### src/rtl/inst_fetch_req.sv
// Pre-IF fetch front end: owns the fetch PC, issues reads on an SRAM-like req/addr_ok/data_ok
// bus, drops stale responses after redirects and buffers {adef, inst, pc} for IF. Optional: INST_FETCH_ADEF_CHECK_EN.
module inst_fetch_req #(
    parameter logic [31:0] RESET_PC        = 32'h1C00_0000,
    parameter int          MAX_OUTSTANDING = 2,
    parameter int          FIFO_DEPTH      = 2
) (
    input  logic        clk,
    input  logic        reset,
    input  logic [32:0] br_bus,
    input  logic        WB_EXC_signal,
    input  logic        WB_ERTN_signal,
    input  logic [31:0] CSR_2_IF_pc,
    input  logic        IF_allowin,
    output logic        fetch_IF_valid,
    output logic [64:0] fetch_IF_bus,
    output logic        inst_sram_req,
    output logic        inst_sram_wr,
    output logic [1:0]  inst_sram_size,
    output logic [3:0]  inst_sram_wstrb,
    output logic [31:0] inst_sram_addr,
    output logic [31:0] inst_sram_wdata,
    input  logic        inst_sram_addr_ok,
    input  logic        inst_sram_data_ok,
    input  logic [31:0] inst_sram_rdata
);
    localparam int PTR_W = $clog2(FIFO_DEPTH);
    localparam int CNT_W = PTR_W + 1;
    localparam logic [CNT_W-1:0] DEPTH_C = CNT_W'(FIFO_DEPTH);

    logic [31:0]      fetch_pc;
    logic [2:0]       outstanding;
    logic [2:0]       discard_cnt;
    logic [1:0]       pcq_head;
    logic [1:0]       pcq_tail;
    logic [31:0]      pcq [0:3];
    logic [64:0]      fifo_mem [0:FIFO_DEPTH-1];
    logic [PTR_W-1:0] fifo_head;
    logic [PTR_W-1:0] fifo_tail;
    logic [CNT_W-1:0] fifo_count;

    logic        br_taken;
    logic [31:0] br_target;
    logic        redirect;
    logic [31:0] redirect_pc;
    logic        credit_ok;
    logic        fetch_ok;
    logic        accept;
    logic        ret;
    logic        keep;
    logic        adef_push;
    logic        fifo_push;
    logic        fifo_pop;
    logic [64:0] push_entry;

    function automatic logic [1:0] pcq_next(input logic [1:0] p);
        return (p == 2'(MAX_OUTSTANDING - 1)) ? 2'd0 : p + 2'd1;
    endfunction

    assign br_taken    = br_bus[32];
    assign br_target   = br_bus[31:0];
    assign redirect    = WB_EXC_signal | WB_ERTN_signal | br_taken;
    assign redirect_pc = (WB_EXC_signal | WB_ERTN_signal) ? CSR_2_IF_pc : br_target;

    // Credit covers in-flight plus buffered entries, so every response is guaranteed a FIFO slot.
    assign credit_ok = (outstanding < 3'(MAX_OUTSTANDING)) &&
                       ((5'(outstanding) + 5'(fifo_count)) < 5'(FIFO_DEPTH));

`ifdef INST_FETCH_ADEF_CHECK_EN
    logic adef_stall;
    logic pc_misaligned;

    assign pc_misaligned = fetch_pc[1:0] != 2'b00;
    assign fetch_ok      = ~pc_misaligned & ~adef_stall;
    // Wait for older (discarded) requests to drain so the fault entry is not overtaken.
    assign adef_push     = ~reset & ~redirect & pc_misaligned & ~adef_stall &
                           (outstanding == 3'd0) & (fifo_count < DEPTH_C);

    always_ff @(posedge clk) begin
        if (reset || redirect) begin
            adef_stall <= 1'b0;
        end else if (adef_push) begin
            adef_stall <= 1'b1;
        end
    end
`else
    assign fetch_ok  = 1'b1;
    assign adef_push = 1'b0;
`endif

    assign inst_sram_req   = ~reset & ~redirect & credit_ok & fetch_ok;
    assign inst_sram_wr    = 1'b0;
    assign inst_sram_size  = 2'b10;
    assign inst_sram_wstrb = 4'b0000;
    assign inst_sram_addr  = fetch_pc;
    assign inst_sram_wdata = 32'h0;

    assign accept     = inst_sram_req & inst_sram_addr_ok;
    assign ret        = inst_sram_data_ok & (outstanding != 3'd0);
    assign keep       = ret & (discard_cnt == 3'd0) & ~redirect;
    assign fifo_push  = keep | adef_push;
    assign push_entry = adef_push ? {1'b1, 32'h0, fetch_pc}
                                  : {1'b0, inst_sram_rdata, pcq[pcq_head]};

    assign fetch_IF_valid = ~reset & ~redirect & (fifo_count != '0);
    assign fetch_IF_bus   = fifo_mem[fifo_head];
    assign fifo_pop       = fetch_IF_valid & IF_allowin;

    always_ff @(posedge clk) begin
        if (reset) begin
            fetch_pc    <= RESET_PC;
            outstanding <= 3'd0;
            discard_cnt <= 3'd0;
            pcq_head    <= 2'd0;
            pcq_tail    <= 2'd0;
            fifo_head   <= '0;
            fifo_tail   <= '0;
            fifo_count  <= '0;
        end else begin
            if (accept) begin
                pcq_tail <= pcq_next(pcq_tail);
            end
            if (ret) begin
                pcq_head <= pcq_next(pcq_head);
            end
            if (accept && !ret) begin
                outstanding <= outstanding + 3'd1;
            end else if (!accept && ret) begin
                outstanding <= outstanding - 3'd1;
            end

            if (redirect) begin
                // Everything still in flight after this cycle's return belongs to the old path.
                fetch_pc    <= redirect_pc;
                discard_cnt <= outstanding - {2'b00, ret};
                fifo_head   <= '0;
                fifo_tail   <= '0;
                fifo_count  <= '0;
            end else begin
                if (accept) begin
                    fetch_pc <= fetch_pc + 32'd4;
                end
                if (ret && discard_cnt != 3'd0) begin
                    discard_cnt <= discard_cnt - 3'd1;
                end
                if (fifo_push) begin
                    fifo_tail <= fifo_tail + PTR_W'(1);
                end
                if (fifo_pop) begin
                    fifo_head <= fifo_head + PTR_W'(1);
                end
                if (fifo_push && !fifo_pop) begin
                    fifo_count <= fifo_count + CNT_W'(1);
                end else if (!fifo_push && fifo_pop) begin
                    fifo_count <= fifo_count - CNT_W'(1);
                end
            end
        end
    end

    always_ff @(posedge clk) begin
        if (accept) begin
            pcq[pcq_tail] <= fetch_pc;
        end
        if (fifo_push) begin
            fifo_mem[fifo_tail] <= push_entry;
        end
    end

endmodule
### config.mk
export PLATFORM = sky130hd
export DESIGN_NAME = inst_fetch_req
export DESIGN_NICKNAME = d
export VERILOG_FILES = /design/src/rtl/inst_fetch_req.sv
export SDC_FILE = /design/constraint.sdc
export NUM_CORES = 1
export LEC_CHECK = 0
export ABC_AREA = 1
export CORE_MARGIN = 8
export CORE_UTILIZATION = 46
export DETAILED_ROUTE_END_ITERATION = 8
export GPL_TIMING_DRIVEN = 1
export HOLD_SLACK_MARGIN = 0.06
export PLACE_DENSITY = 0.78
export SETUP_SLACK_MARGIN = 0.15
export SLEW_MARGIN = 20
export SYNTH_ARGS = -nofsm -noshare
export SYNTH_HDL_FRONTEND = slang
export SYNTH_SLANG_ARGS = --single-unit
### constraint.sdc
create_clock -name clk -period 9.2 [get_ports clk]
set_input_delay 1.84 -clock clk [delete_from_list [all_inputs] [get_ports clk]]
set_output_delay 1.84 -clock clk [all_outputs]
set_load 0.02 [all_outputs]
==> key figures <==
STA
  • Fin crit period: 6.20 ns
  • Final WS setup: 3.00 ns
  • TNS Setup: 0 ns
  • Slew margin rel.: between 30% and 40%
  • Max Fclk: 161 MHz
  • Worst slew pin tran: slightly above 1 ns
  • Final Max Tran Viols: 0
  • Worst clock skew: 0.0175 ns
  • Period utilisation layout: 67.4%
  • Hold Fails Final Rpt: 0
  • Final setup fails: 0
  • RSZ-0062 raised after global routing: no

Placement
  • Placed Cells: 1670
  • HPWL Detailed: 20400 um
  • Post-place setup slack: 3.14 ns
  • GP Congestion: around 0.9
  • IO Port Bufs: between 200 and 250

Logic synthesis
  • Mapped Cells: 1131
  • Synth Area per Inst: 11.5 sq um
  • Ys Warns: 0
  • Dominant synthesized flop cell: edfxtp_1
  • Seq/Total Area, Yosys: 66.4%
  • Synthesized area: 0.0130 sq mm
  • Distinct cells, synth: 38
  • #FFs+latches synth: a little over 300
  • FFs w/ async S/R, synth: 0%
  • EDFF count, synth: 256

Setup path
  • Levels on crit path: 5
  • Reg-to-reg slack, setup: between 6 and 7 ns
  • Critical path peak fanout: 38
  • Critical Path RT: between 7 and 8 ns
  • Worst reg2reg path depth: 5
  • Reg2Reg Launch Point: outstanding[1]
  • CP arrival: 4.36 ns
  • Most used cell, CP: clkdlybuf4s50_1
  • CP max stage cell: clkinv_1
  • CP delay by family, top: buffers and inverters
  • Worst-path cell chain: clkdlybuf4s50_1, clkinv_1, nand3_4, a21oi_1, clkdlybuf4s50_1
  • Crit. End Element: primary output
  • Setup CP Type: input pin to primary output
  • CP Launch Type: input pin
  • Critical path buffers and inverters: 3
  • Setup crit end: fetch_IF_valid
  • Crit path from: reset
  • Worst R2R End: fifo_mem[0][41]
  • Slowest cell delay on critical path: 0.83 ns

Route
  • Drt wl/cell: 17.8 um
  • Vias per cell: 5.19
  • DRC Markers: 0
  • Detail Route Antenna Nets: 0
  • Total routed wirelength: 30700 um
  • Pre-antenna DRT Iters: 7
  • Initial drt markers: roughly 830
  • Via Count: around 9000

Die
  • Die span in x: 184 um
  • DIE AREA: ~0.034 sq mm
  • Core area: roughly 0.028 sq mm
  • Top Ports: 242
  • # rows: between 60 and 70
  • Die Y-Extent: 184 um
  • Starting density of the core: a little under half

Cells and area
  • Final nets: 1437
  • Multi-input logic area: 0.00381 sq mm
  • Final Instance Count excl. Fillers: 1726
  • Layout cells sized above 1: 10.7%
  • Filler cell count: 2248
  • Most frequent cells in the layout: edfxtp_1 (256), clkdlybuf4s50_1 (201), nor2_1 (172), nand2_1 (158), o21ai_0 (122)
  • Final Util: 58.5%
  • Commonest non-fill, non-tap cell in the layout: edfxtp_1
  • FF/Latch Area: 0.00867 sq mm
  • Area Overhead vs Synth: 24.9%
  • Diode count: 0

Clock network
  • # clock sinks: just over 300
  • Post-cts resize count: 0
  • Clock transition at the registers of the reported paths: 0.06 ns
  • Hold_buf cts: 0
  • Root Buffer: clkbuf_16
  • Num CTS Buffers: 30
  • H-tree levels: 1
  • Longest Clk Path Bufs: 3
  • Clk_lat worst skew: between 0.5 and 0.6 ns
  • TritonCTS clock tree: yes
  • Setup Buffers After CTS: 0

Global routing
  • First-pass GRT wire length: 46600 um
  • Vias in the first global route: about 8600
  • Pin count of the biggest net entering global routing: 66
  • Total global-route track usage: 17.2%
  • Total grt overflow: 0
  • Initial antenna violation count: 0

Outcome
  • Status: finished clean

Min path
  • Worst min path class: flop to flop

Job
  • Max-cap violation count: 0

Power and ir drop
  • VDD IR-drop max: 0.000130 V
  • Power Density: just over 200 mW/mm^2
  • Leak Pwr: around 5.6 nW
-- logic make-up after synthesis --
| logic type | share of synthesized area, % |
|---|---|
| AO/OA/AOI/OAI | 9.22 |
| XOR/XNOR | 0.403 |
| adder cells (fa/ha/maj) | 0.978 |
| buffers and inverters | 5.66 |
| flip-flops | 66.4 |
| multiplexers | 5.52 |
| other | 0.0576 |
| AND/OR/NAND/NOR | 11.7 |
-- synth_stat cells, types with 4 or more instances --
master	number	share of area (%)
mux2_2	64	5.5
inv_1	50	1.4
buf_2	14	0.54
nor3_1	6	0.23
buf_4	41	2.4
a21oi_1	50	1.9
o21ai_1	5	0.19
o21ai_0	122	4.7
nand3b_1	6	0.35
inv_2	4	0.12
nand2_1	158	4.5
nand3_1	16	0.61
dfxtp_1	49	7.5
ha_1	7	0.67
buf_6	4	0.35
edfxtp_1	256	59
xor2_1	4	0.27
clkbuf_1	26	0.75
o22ai_1	33	1.6
nor2_1	176	5.1
a31oi_1	8	0.38
-- worst min-delay path by stage --
| stage | startpoint | endpoint | slack, ns | cells past startpoint |
|---|---|---|---|---|
| 6_report | pcq_head[1] | pcq_head[1] | 0.45 | 2 |
| 5_1_grt | pcq_head[1] | flop | 0.47 | 2 |
| 4_1_cts | pcq_head[1] | pcq_head[1] | 0.44 | 2 |
| 3_5_place_dp | pcq_head[1] | flop | 0.44 | 2 |
| 3_3_place_gp | pcq_head[1] | pcq_head[1] | 0.41 | 2 |
| 2_1_floorplan | pcq_head[1] | flop | 0.40 | 2 |
-- flip-flops by register name (all words and copies together), names as in the netlist, named ones only --
register / cells
fifo_mem: 128
fifo_tail: 1
outstanding: 3
pcq: 128
discard_cnt: 3
pcq_tail: 2
fifo_count: 2
fifo_head: 1
inst_sram_addr: 32
pcq_head: 2
-- metrics by stage --
stage          power (W)  hold WS [ns]  instance area (sq um)
2_1_floorplan    0.00195         0.402                  13200
3_3_place_gp     0.00210         0.411                  15300
3_5_place_dp     0.00212         0.436                  15300
4_1_cts          0.00339         0.444                  16300
5_1_grt          0.00350         0.472                  16300
6_report         0.00336         0.454                  16300
-- layout make-up --
class                           instances  area share (%)
Inverter                               55            1.27
Clock buffer                           39            5.07
Timing Repair Buffer                  211            12.8
Multi-Input combinational cell        721            23.4
Clock inverter                         17            1.34
Tap cell                              378            2.90
Sequential cell                       305            53.2
-- worst register-to-register path: cells and delay by family, from the launching register on --
kind                   cells  cell delay, ns
AOI/OAI and AO/OA          1            0.41
DFF                        1            0.44
buffers and inverters      1            0.59
and+or+nand+nor            3            1.32
-- power breakdown --
part           switching [W]  internal [W]
clock network       0.000492      0.000772
registers          0.0000518       0.00157
logic               0.000296      0.000178
-- routing by layer --
| layer | vias to the layer above | part of all wire (%) | track usage (%) |
|---|---|---|---|
| met5 | - | 0 | 0 |
| met4 | 0 | 1.6 | 3.84 |
| met3 | 43 | 9.2 | 3.41 |
| met2 | 377 | 48 | 29.0 |
| met1 | 4262 | 41 | 22.8 |
| li1 | 4283 | - | - |
(Power assumes the default switching activity.)
